===== src/rtl/sync_fifo_pkg.sv =====
// -----------------------------------------------------------------------------
// sync_fifo_pkg
// Shared constants and helpers for the synchronous FIFO slice.
//   FIFO_N    default data word width in bits
//   FIFO_M    default depth in entries (power of 2, >= 2)
//   ptr_width pointer width for a given depth (clog2, never below 1)
// Optional feature macro used by this slice: SYNC_FIFO_ERR_FLAGS_EN
// -----------------------------------------------------------------------------
package sync_fifo_pkg;

    localparam int FIFO_N = 8;
    localparam int FIFO_M = 4;

    function automatic int ptr_width(input int depth);
        return (depth > 1) ? $clog2(depth) : 1;
    endfunction

endpackage


===== src/rtl/sync_fifo_if.sv =====
// -----------------------------------------------------------------------------
// sync_fifo_if
// Handshake/data bundle between a producer/consumer and the FIFO.
//   wr_en, data_in       write request and write data   (master -> slave)
//   rd_en                read request                   (master -> slave)
//   data_out             registered read data           (slave -> master)
//   status_full          count == M                     (slave -> master)
//   status_empty         count == 0                     (slave -> master)
//   half_full            count >= M/2                   (slave -> master)
//   overflow, underflow  sticky error flags, only when SYNC_FIFO_ERR_FLAGS_EN
//                        is defined                     (slave -> master)
// -----------------------------------------------------------------------------
interface sync_fifo_if
    import sync_fifo_pkg::*;
#(
    parameter int N = FIFO_N
);

    logic         wr_en;
    logic         rd_en;
    logic [N-1:0] data_in;
    logic [N-1:0] data_out;
    logic         status_full;
    logic         status_empty;
    logic         half_full;
`ifdef SYNC_FIFO_ERR_FLAGS_EN
    logic         overflow;
    logic         underflow;

    modport master (
        output wr_en, rd_en, data_in,
        input  data_out, status_full, status_empty, half_full, overflow, underflow
    );

    modport slave (
        input  wr_en, rd_en, data_in,
        output data_out, status_full, status_empty, half_full, overflow, underflow
    );
`else
    modport master (
        output wr_en, rd_en, data_in,
        input  data_out, status_full, status_empty, half_full
    );

    modport slave (
        input  wr_en, rd_en, data_in,
        output data_out, status_full, status_empty, half_full
    );
`endif

endinterface


===== src/rtl/sync_fifo_mem.sv =====
// -----------------------------------------------------------------------------
// sync_fifo_mem
// M x N register array with one write port and one registered read port.
//   clk      rising-edge clock
//   rst_n    asynchronous reset, active-high; clears only the read register
//   we_i     write enable; wdata_i stored at waddr_i
//   waddr_i  write address
//   wdata_i  write data
//   re_i     read enable; mem[raddr_i] loaded into rdata_o
//   raddr_i  read address
//   rdata_o  registered read data; holds when re_i is low
// -----------------------------------------------------------------------------
module sync_fifo_mem
    import sync_fifo_pkg::*;
#(
    parameter int N  = FIFO_N,
    parameter int M  = FIFO_M,
    parameter int PW = ptr_width(M)
) (
    input  logic          clk,
    input  logic          rst_n,
    input  logic          we_i,
    input  logic [PW-1:0] waddr_i,
    input  logic [N-1:0]  wdata_i,
    input  logic          re_i,
    input  logic [PW-1:0] raddr_i,
    output logic [N-1:0]  rdata_o
);

    logic [N-1:0] mem_q [M];
    logic [N-1:0] rdata_q;

    // NOTE: storage has no reset; only the control state and the read register
    // need a known value, and leaving the array unreset keeps it a plain RAM.
    always_ff @(posedge clk) begin
        if (we_i) begin
            mem_q[waddr_i] <= wdata_i;
        end
    end

    // NOTE: non-blocking assignment here means a read and a write to the same
    // slot in one cycle return the old word, which is what a full FIFO doing a
    // simultaneous read+write relies on.
    always_ff @(posedge clk or posedge rst_n) begin
        if (rst_n) begin
            rdata_q <= '0;
        end else if (re_i) begin
            rdata_q <= mem_q[raddr_i];
        end
    end

    assign rdata_o = rdata_q;

endmodule


===== src/rtl/sync_fifo.sv =====
// -----------------------------------------------------------------------------
// sync_fifo
// Single-clock synchronous FIFO, N-bit words, M entries, registered read data.
//   clk    rising-edge clock, the only clock
//   rst_n  asynchronous reset, active-high (asserted = 1) despite its name
//   bus    sync_fifo_if.slave: wr_en, rd_en, data_in in; data_out,
//          status_full, status_empty, half_full out
// Optional feature: define SYNC_FIFO_ERR_FLAGS_EN to add sticky overflow
// (dropped write) and underflow (ignored read) outputs on the interface.
// -----------------------------------------------------------------------------
module sync_fifo
    import sync_fifo_pkg::*;
#(
    parameter int N = FIFO_N,
    parameter int M = FIFO_M
) (
    input  logic      clk,
    input  logic      rst_n,
    sync_fifo_if.slave bus
);

    localparam int PW = ptr_width(M);
    localparam int CW = PW + 1;
    localparam logic [CW-1:0] FULL_CNT = CW'(M);
    localparam logic [CW-1:0] HALF_CNT = CW'(M / 2);

    logic [PW-1:0] wr_ptr_q, wr_ptr_d;
    logic [PW-1:0] rd_ptr_q, rd_ptr_d;
    logic [CW-1:0] count_q, count_d;
    logic          full, empty;
    logic          do_wr, do_rd;
    logic [N-1:0]  rdata;

    assign empty = (count_q == '0);
    assign full  = (count_q == FULL_CNT);

    // NOTE: every variable gets its hold value first so no path through the
    // block leaves one unassigned and infers a latch.
    always_comb begin
        wr_ptr_d = wr_ptr_q;
        rd_ptr_d = rd_ptr_q;
        count_d  = count_q;

        // A read frees the head slot this same edge, so a full FIFO may still
        // accept a write when it is also being read.
        do_rd = bus.rd_en && !empty;
        do_wr = bus.wr_en && (!full || bus.rd_en);

        // Pointers are exactly log2(M) bits, so the increment wraps M-1 -> 0.
        if (do_wr) wr_ptr_d = wr_ptr_q + PW'(1);
        if (do_rd) rd_ptr_d = rd_ptr_q + PW'(1);

        case ({do_wr, do_rd})
            2'b10:   count_d = count_q + CW'(1);
            2'b01:   count_d = count_q - CW'(1);
            default: count_d = count_q;
        endcase
    end

    always_ff @(posedge clk or posedge rst_n) begin
        if (rst_n) begin
            wr_ptr_q <= '0;
            rd_ptr_q <= '0;
            count_q  <= '0;
        end else begin
            wr_ptr_q <= wr_ptr_d;
            rd_ptr_q <= rd_ptr_d;
            count_q  <= count_d;
        end
    end

    sync_fifo_mem #(
        .N  (N),
        .M  (M),
        .PW (PW)
    ) u_mem (
        .clk     (clk),
        .rst_n   (rst_n),
        .we_i    (do_wr),
        .waddr_i (wr_ptr_q),
        .wdata_i (bus.data_in),
        .re_i    (do_rd),
        .raddr_i (rd_ptr_q),
        .rdata_o (rdata)
    );

    assign bus.data_out     = rdata;
    assign bus.status_full  = full;
    assign bus.status_empty = empty;
    assign bus.half_full    = (count_q >= HALF_CNT);

`ifdef SYNC_FIFO_ERR_FLAGS_EN
    logic overflow_q, overflow_d;
    logic underflow_q, underflow_d;

    always_comb begin
        overflow_d  = overflow_q  | (bus.wr_en && full && !bus.rd_en);
        underflow_d = underflow_q | (bus.rd_en && empty);
    end

    always_ff @(posedge clk or posedge rst_n) begin
        if (rst_n) begin
            overflow_q  <= 1'b0;
            underflow_q <= 1'b0;
        end else begin
            overflow_q  <= overflow_d;
            underflow_q <= underflow_d;
        end
    end

    assign bus.overflow  = overflow_q;
    assign bus.underflow = underflow_q;
`endif

endmodule


===== src/flat_wrapper.sv =====
// flat-port wrapper written by rule: the top's interface ports become plain ports
module sync_fifo_flat import sync_fifo_pkg::*;
#(
    parameter int N = FIFO_N,
    parameter int M = FIFO_M
)
  (clk, rst_n, bus_wr_en, bus_rd_en, bus_data_in, bus_data_out, bus_status_full, bus_status_empty, bus_half_full);
  sync_fifo_if #(.N(N)) bus_i ();
  input  logic clk;
  input  logic rst_n;
  input wire logic [$bits(bus_i.wr_en)-1:0] bus_wr_en;
  input wire logic [$bits(bus_i.rd_en)-1:0] bus_rd_en;
  input wire logic [$bits(bus_i.data_in)-1:0] bus_data_in;
  output wire logic [$bits(bus_i.data_out)-1:0] bus_data_out;
  output wire logic [$bits(bus_i.status_full)-1:0] bus_status_full;
  output wire logic [$bits(bus_i.status_empty)-1:0] bus_status_empty;
  output wire logic [$bits(bus_i.half_full)-1:0] bus_half_full;
  assign bus_i.wr_en = bus_wr_en;
  assign bus_i.rd_en = bus_rd_en;
  assign bus_i.data_in = bus_data_in;
  assign bus_data_out = bus_i.data_out;
  assign bus_status_full = bus_i.status_full;
  assign bus_status_empty = bus_i.status_empty;
  assign bus_half_full = bus_i.half_full;
  sync_fifo #(.N(N), .M(M)) u_core (.clk(clk), .rst_n(rst_n), .bus(bus_i));
endmodule

===== config.mk =====
export PLATFORM = sky130hd
export DESIGN_NAME = sync_fifo_flat
export DESIGN_NICKNAME = d
export VERILOG_FILES = /design/src/rtl/sync_fifo_pkg.sv /design/src/rtl/sync_fifo_if.sv /design/src/rtl/sync_fifo_mem.sv /design/src/rtl/sync_fifo.sv /design/src/flat_wrapper.sv
export SDC_FILE = /design/constraint.sdc
export NUM_CORES = 1
export LEC_CHECK = 0
export ABC_AREA = 0
export CAP_MARGIN = 5
export CORE_MARGIN = 2
export CORE_UTILIZATION = 55
export DETAILED_ROUTE_END_ITERATION = 8
export PLACE_DENSITY_LB_ADDON = 0.12
export SKIP_LAST_GASP = 1
export SYNTH_ARGS = -nofsm -noshare
export SYNTH_HDL_FRONTEND = slang
export SYNTH_SLANG_ARGS = --single-unit

===== constraint.sdc =====
create_clock -name clk -period 3.2 [get_ports clk]
set_input_delay 0.64 -clock clk [delete_from_list [all_inputs] [get_ports clk]]
set_output_delay 0.64 -clock clk [all_outputs]
set_load 0.02 [all_outputs]

# Word level (Yosys, flattened, before mapping)
# Memories as Yosys holds them, arrays and structs flattened. A register that Yosys moved wholly into a read port is not among the register bits.
# Cells that the tools add are included.
dict set report totals {
  ramBits 32
  out_inout_bits 11
  n_memories 1
  reg_bits 7
  in_bits 12
}
dict set report classes {
  add_sub_neg 4
  reduce_logical 7
  n_lt_le_gt_ge 1
  eq_ne 3
  mux 3
}
# memory depth word_bits rd rd_ports_with_merged_regs write_ports line
set mem_list {}
lappend mem_list {u_core.u_mem.mem_q 4 8 1 1 1 sync_fifo_mem.sv:30} ;# logic [N-1:0] mem_q [M];
# cell count
set op_table {}
lappend op_table {{3-bit case mux with 2 select lines} 1}
lappend op_table {{2-bit by 1-bit adder with 2-bit output (second input constant)} 2}
lappend op_table {{3-bit by 1-bit adder with 3-bit output (second input constant)} 1}
lappend op_table {{3-bit equality test (second input constant)} 1}
lappend op_table {{3-bit by 2-bit greater-or-equal comparator with 1-bit output (second input constant)} 1}
lappend op_table {{3-bit logical NOT} 1}
lappend op_table {{3-bit by 1-bit subtractor with 3-bit output (second input constant)} 1}
lappend op_table {{2-bit by 1-bit equality test with 1-bit output (second input constant)} 1}
lappend op_table {{2-bit equality test (second input constant)} 1}
lappend op_table {{1-bit logical AND} 2}
lappend op_table {{1-bit logical NOT} 2}
lappend op_table {{1-bit two-way mux} 2}
lappend op_table {{2-bit nonzero test} 1}
lappend op_table {{1-bit logical OR} 1}

# Depth between registers and ports, before layout
dict set report depth {
  word_depth 6
  ltp_mapped 9
  ltp_nobuf 9
}

# By module
# A second synthesis with hierarchy kept.
dict set report hier_totals {
  cells_unflattened 115
  area_unflattened_um2 1883.1
}
# mod seq_area_each_um2 cells_each area_per_inst_um2 n_inst
set modules_own_cells {}
lappend modules_own_cells {sync_fifo_mem 1161.1 83 1520.2 1}
lappend modules_own_cells {sync_fifo 175.2 32 362.8 1}

# Worst setup path after synthesis
# No wires, ideal clock.
dict set report synth_timing {
  path_type {flip-flop to flip-flop}
  start {register u_core.count_q[1]}
  end {register u_core.count_q[2]}
  setup_slack_ns 1.094
  path_stages_with_launch 10
  arrival_ns 2.027
  path_cell_list {dfrtp_1 or3b_1 o21a_2 inv_1 ha_1 inv_1 fa_1 xor2_1 nor2_1 xor2_1}
}
dict set report synth_between {
  elab_chain_cells 6
  elab_cells_between_ends 13
}
# element line
set synth_lines {}
lappend synth_lines {{from (decl)} sync_fifo.sv:29} ;# logic [CW-1:0] count_q, count_d;
lappend synth_lines {{from (signal assigned)} sync_fifo.sv:68} ;# count_q <= count_d;
lappend synth_lines {{3-bit equality test} sync_fifo.sv:35} ;# assign full = (count_q == FULL_CNT);
lappend synth_lines {{1-bit logical NOT} sync_fifo.sv:47} ;# do_wr = bus.wr_en && (!full || bus.rd_en);
lappend synth_lines {{1-bit logical OR} sync_fifo.sv:47}
lappend synth_lines {{1-bit logical AND} sync_fifo.sv:47}
lappend synth_lines {{2-bit by 1-bit equality test with 1-bit output / 2-bit equality test (equally long branches)} sync_fifo.sv:53} ;# case ({do_wr, do_rd})
lappend synth_lines {{3-bit case mux with 2 select lines / 2-bit nonzero test (equally long branches)} n/a}
# Parallel ways exist; a longest one is shown, timed or not.
# A chain may end at the register's enable or synchronous reset.

# Final worst setup path
dict set report layout_timing {
  start {register u_core.count_q[0]}
  end {output bus_status_full}
}
dict set report layout_between {
  elab_chain_cells 1
}
# element line
set layout_lines {}
lappend layout_lines {{3-bit equality test} sync_fifo.sv:35}
lappend layout_lines {{to (decl)} flat_wrapper.sv:15} ;# output wire logic [$bits(bus_i.status_full)-1:0] bus_status_full;
# Every way passes these cells.

==> results.yml <==
global_routing:
  grt_pass1_wl_um: 4988
  grt_start_max_net_pins: 16
  grt_usage_pct: 17.54
  grt_pass1_vias: 1038
  grt_overflow_total: 0
  antenna_found_initial: 0
place:
  hpwl_um: 2055
  port_buffers: 22
  routabilityCongestion: 0.7437
  placed_cell_area_um2: 2148
synthesis:
  synth_top_area_share_pct: 51.13
  yosysMostFrequentCell: "edfxtp_1"
  ys_seq_area_share_pct: 71.11
  syn_nets: 133
  synth-seq-cells: 47
  synthFlopType: "edfxtp_1"
  synth-async-reset-ratio_pct: 31.91
  ys.warnings.count: 0
  synth_area_leaders: "edfxtp_1, dfrtp_1, mux4_2, nand2_1, ha_1"
  postSynthCellCount: 115
  synth.largest_area_cell: "edfxtp_1"
  synth_edf_count: 32
  avgSynthCellArea_um2: 16.34
  synth_common_cells: "edfxtp_1, nand2_1, dfrtp_1"
  synth_cell_type_count: 21
  synthesis.area_um2: 1879
die:
  ios: 23
  start_util_pct: 56.76
  die_x_um: 62.46
  rows: 21
  die-area_um2: 3901
  die_h_um: 62.46
  fp.coreArea_um2: 3311
min_path:
  hold_end: "u_core.u_mem.rdata_o[1]$_DFFE_PP0P_"
  min_path_type: "flip-flop to flip-flop"
  hold_depth: 2
  min_from: "u_core.u_mem.rdata_o[1]$_DFFE_PP0P_"
timing:
  post-route-period-util_pct: 78.60
  final-hold-violation-count: 0
  max_slew.worst_pin.slew_ns: 0.7250
  relSlewSlack_pct: 51.37
  rsz0062_at_grt: "false"
  finalSetupViolCount: 0
  fmax_mhz: 397.6
  slew_viol_final: 0
  fin_skew_ns: 0.007312
  min_period_ns: 2.515
  fin_setup_tns_ns: 0
route:
  post-route-drc-count: 0
  routed_wl_um: 2833
  via_per_inst: 5.037
  vias: 952
  drt_iter0_drc: 52
  first_pass_iters: 4
  wl_per_cell_um: 14.99
  ant_nets: 0
power_and_ir_drop:
  pwr_density_cell_nw_per_um2: 893.0
  seqPwrFrac_pct: 49.0
  clkPwrFrac_pct: 17.7
  p_sw_uw: 644.0
  leakagePower_uw: 0.0008698
  netSwitchingFraction_pct: 32.36
  p_comb_share_pct: 33.3
  p_int_uw: 1346
  ir_drop_v: 0.0006167
worst_setup_path:
  ff2ff_setup_slack_ns: 0.86
  crit_type: "flip-flop to output port"
  end_kind: "output port"
  cp.required_ns: 2.56
  rr_worst_depth: 8
  critPathArrivalTime_ns: 1.88
  crit_path_max_fanout: 5
  crit_path_start_kind: "flip-flop"
  r2r-end: "u_core.count_q[2]$_DFFE_PP0P_"
  timing.rr.start: "u_core.count_q[0]$_DFFE_PP0P_"
layout:
  diodes: 0
  design_area_um2: 2228
  nNetsFinal: 160
  areaGrowthSynthToFinish_pct: 18.58
  drive_gt1_share_pct: 13.99
clocking:
  clk_pin_slew_worst_paths_ns: 0.13
  cts_setup_buffers: 0
  h-tree-depth: 2
  tritoncts: "built"
  cts.sinks: 47
  clk_latency_ns: 0.36
  hold_buffers: 0
  root_buffer: "clkbuf_4"
  cts_resized: 0
  cts_buffer_depth: 2
  cts_made_buffers: 5
run:
  drv_cap: 0
outcome:
  outcome: "completed"
==> metal layers <==
layer / track usage [%] / up-vias / routed length [µm]
li1: - / 456 / -
met1: 21.47 / 463 / 1189
met2: 28.90 / 26 / 1432
met3: 5.586 / 7 / 159
met4: 7.500 / 0 / 51
met5: 0 / - / 0
==> worst max-delay path: stages (launching register included) <==
cell and delay (ns):
dfrtp_1 0.47, or3b_1 0.39, inv_1 0.06, clkdlybuf4s50_1 0.59
==> metrics by stage <==
| stage | util, % | power (µW) | hold WS (ns) | std cells | setup slack [ns] |
|---|---|---|---|---|---|
| floorplan | - | 1411 | 0.5043 | 115 | 1.094 |
| global placement | 64.89 | 1638 | 0.4576 | 181 | 0.6363 |
| detailed placement | 64.89 | 1674 | 0.4616 | 181 | 0.5230 |
| CTS | 67.31 | 2023 | 0.4933 | 189 | 0.6709 |
| global route | 67.31 | 2134 | 0.5301 | 189 | 0.6083 |
| finish | 67.31 | 1990 | 0.4871 | 189 | 0.6850 |
==> flip-flops by register name, indices dropped and copies added, names as in the netlist <==
name	cells
u_core.u_mem.mem_q	32
u_core.u_mem.rdata_o	8
u_core.rd_ptr_q	2
u_core.count_q	3
u_core.wr_ptr_q	2
==> layout by cell type (no fill, tap or decap) <==
cell type and count:
edfxtp_1 32, nand2_1 25, clkdlybuf4s50_1 22, dfrtp_1 15, mux4_2 8, inv_1 8
ha_1 5, clkbuf_4 5, xnor2_1 4, and2_1 4, xor2_1 2, o31ai_2 1
inv_2 1, mux2i_1 1, or3b_1 1, o21a_2 1, nor3_1 1, or2_2 1
mux2_2 1, nor2_1 1, fa_1 1, bufinv_16 1, inv_6 1, clkinv_1 1
==> power groups by stage <==
stage / Combinational, µW / Sequential (µW) / Clock, µW
after global routing: 736 / 1010 / 390
after global placement: 653 / 985 / 0
final: 663 / 975 / 352
after floorplan: 432 / 979 / 0
after detailed placement: 676 / 998 / 0
after CTS: 678 / 984 / 362
==> cells by family after synthesis <==
group	after synthesis	share of synthesized area, %
AND/OR/NAND/NOR	33	7.590
flip-flops	47	71.11
buffers and inverters	11	2.263
XOR/XNOR	6	2.796
multiplexers	10	10.72
adder cells (fa/ha/maj)	6	4.394
AO/OA/AOI/OAI	2	1.132
==> worst max-delay path by stage <==
stage                             startpoint                       endpoint  slack (ns)  cells after the start
2_1_floorplan  u_core.count_q[1]$_DFFE_PP0P_  u_core.count_q[2]$_DFFE_PP0P_        1.09                      9
3_3_place_gp                       bus_rd_en  u_core.count_q[2]$_DFFE_PP0P_        0.64                      9
3_5_place_dp                       bus_rd_en  u_core.count_q[2]$_DFFE_PP0P_        0.52                      9
4_1_cts        u_core.count_q[0]$_DFFE_PP0P_                bus_status_full        0.67                      3
5_1_grt        u_core.count_q[0]$_DFFE_PP0P_                bus_status_full        0.61                      3
6_report       u_core.count_q[0]$_DFFE_PP0P_                bus_status_full        0.68                      3
==> cell type report <==
type,instances,area [µm²]
clock buffers,5,37.54
clock inverters,3,42.54
fillers,271,1082
inverters,9,33.78
multi-input cells,57,500.5
flip-flops and latches,47,1336
well taps,46,57.56
repair buffers,22,220.2
No activity file was read; power rests on OpenSTA's default activity.
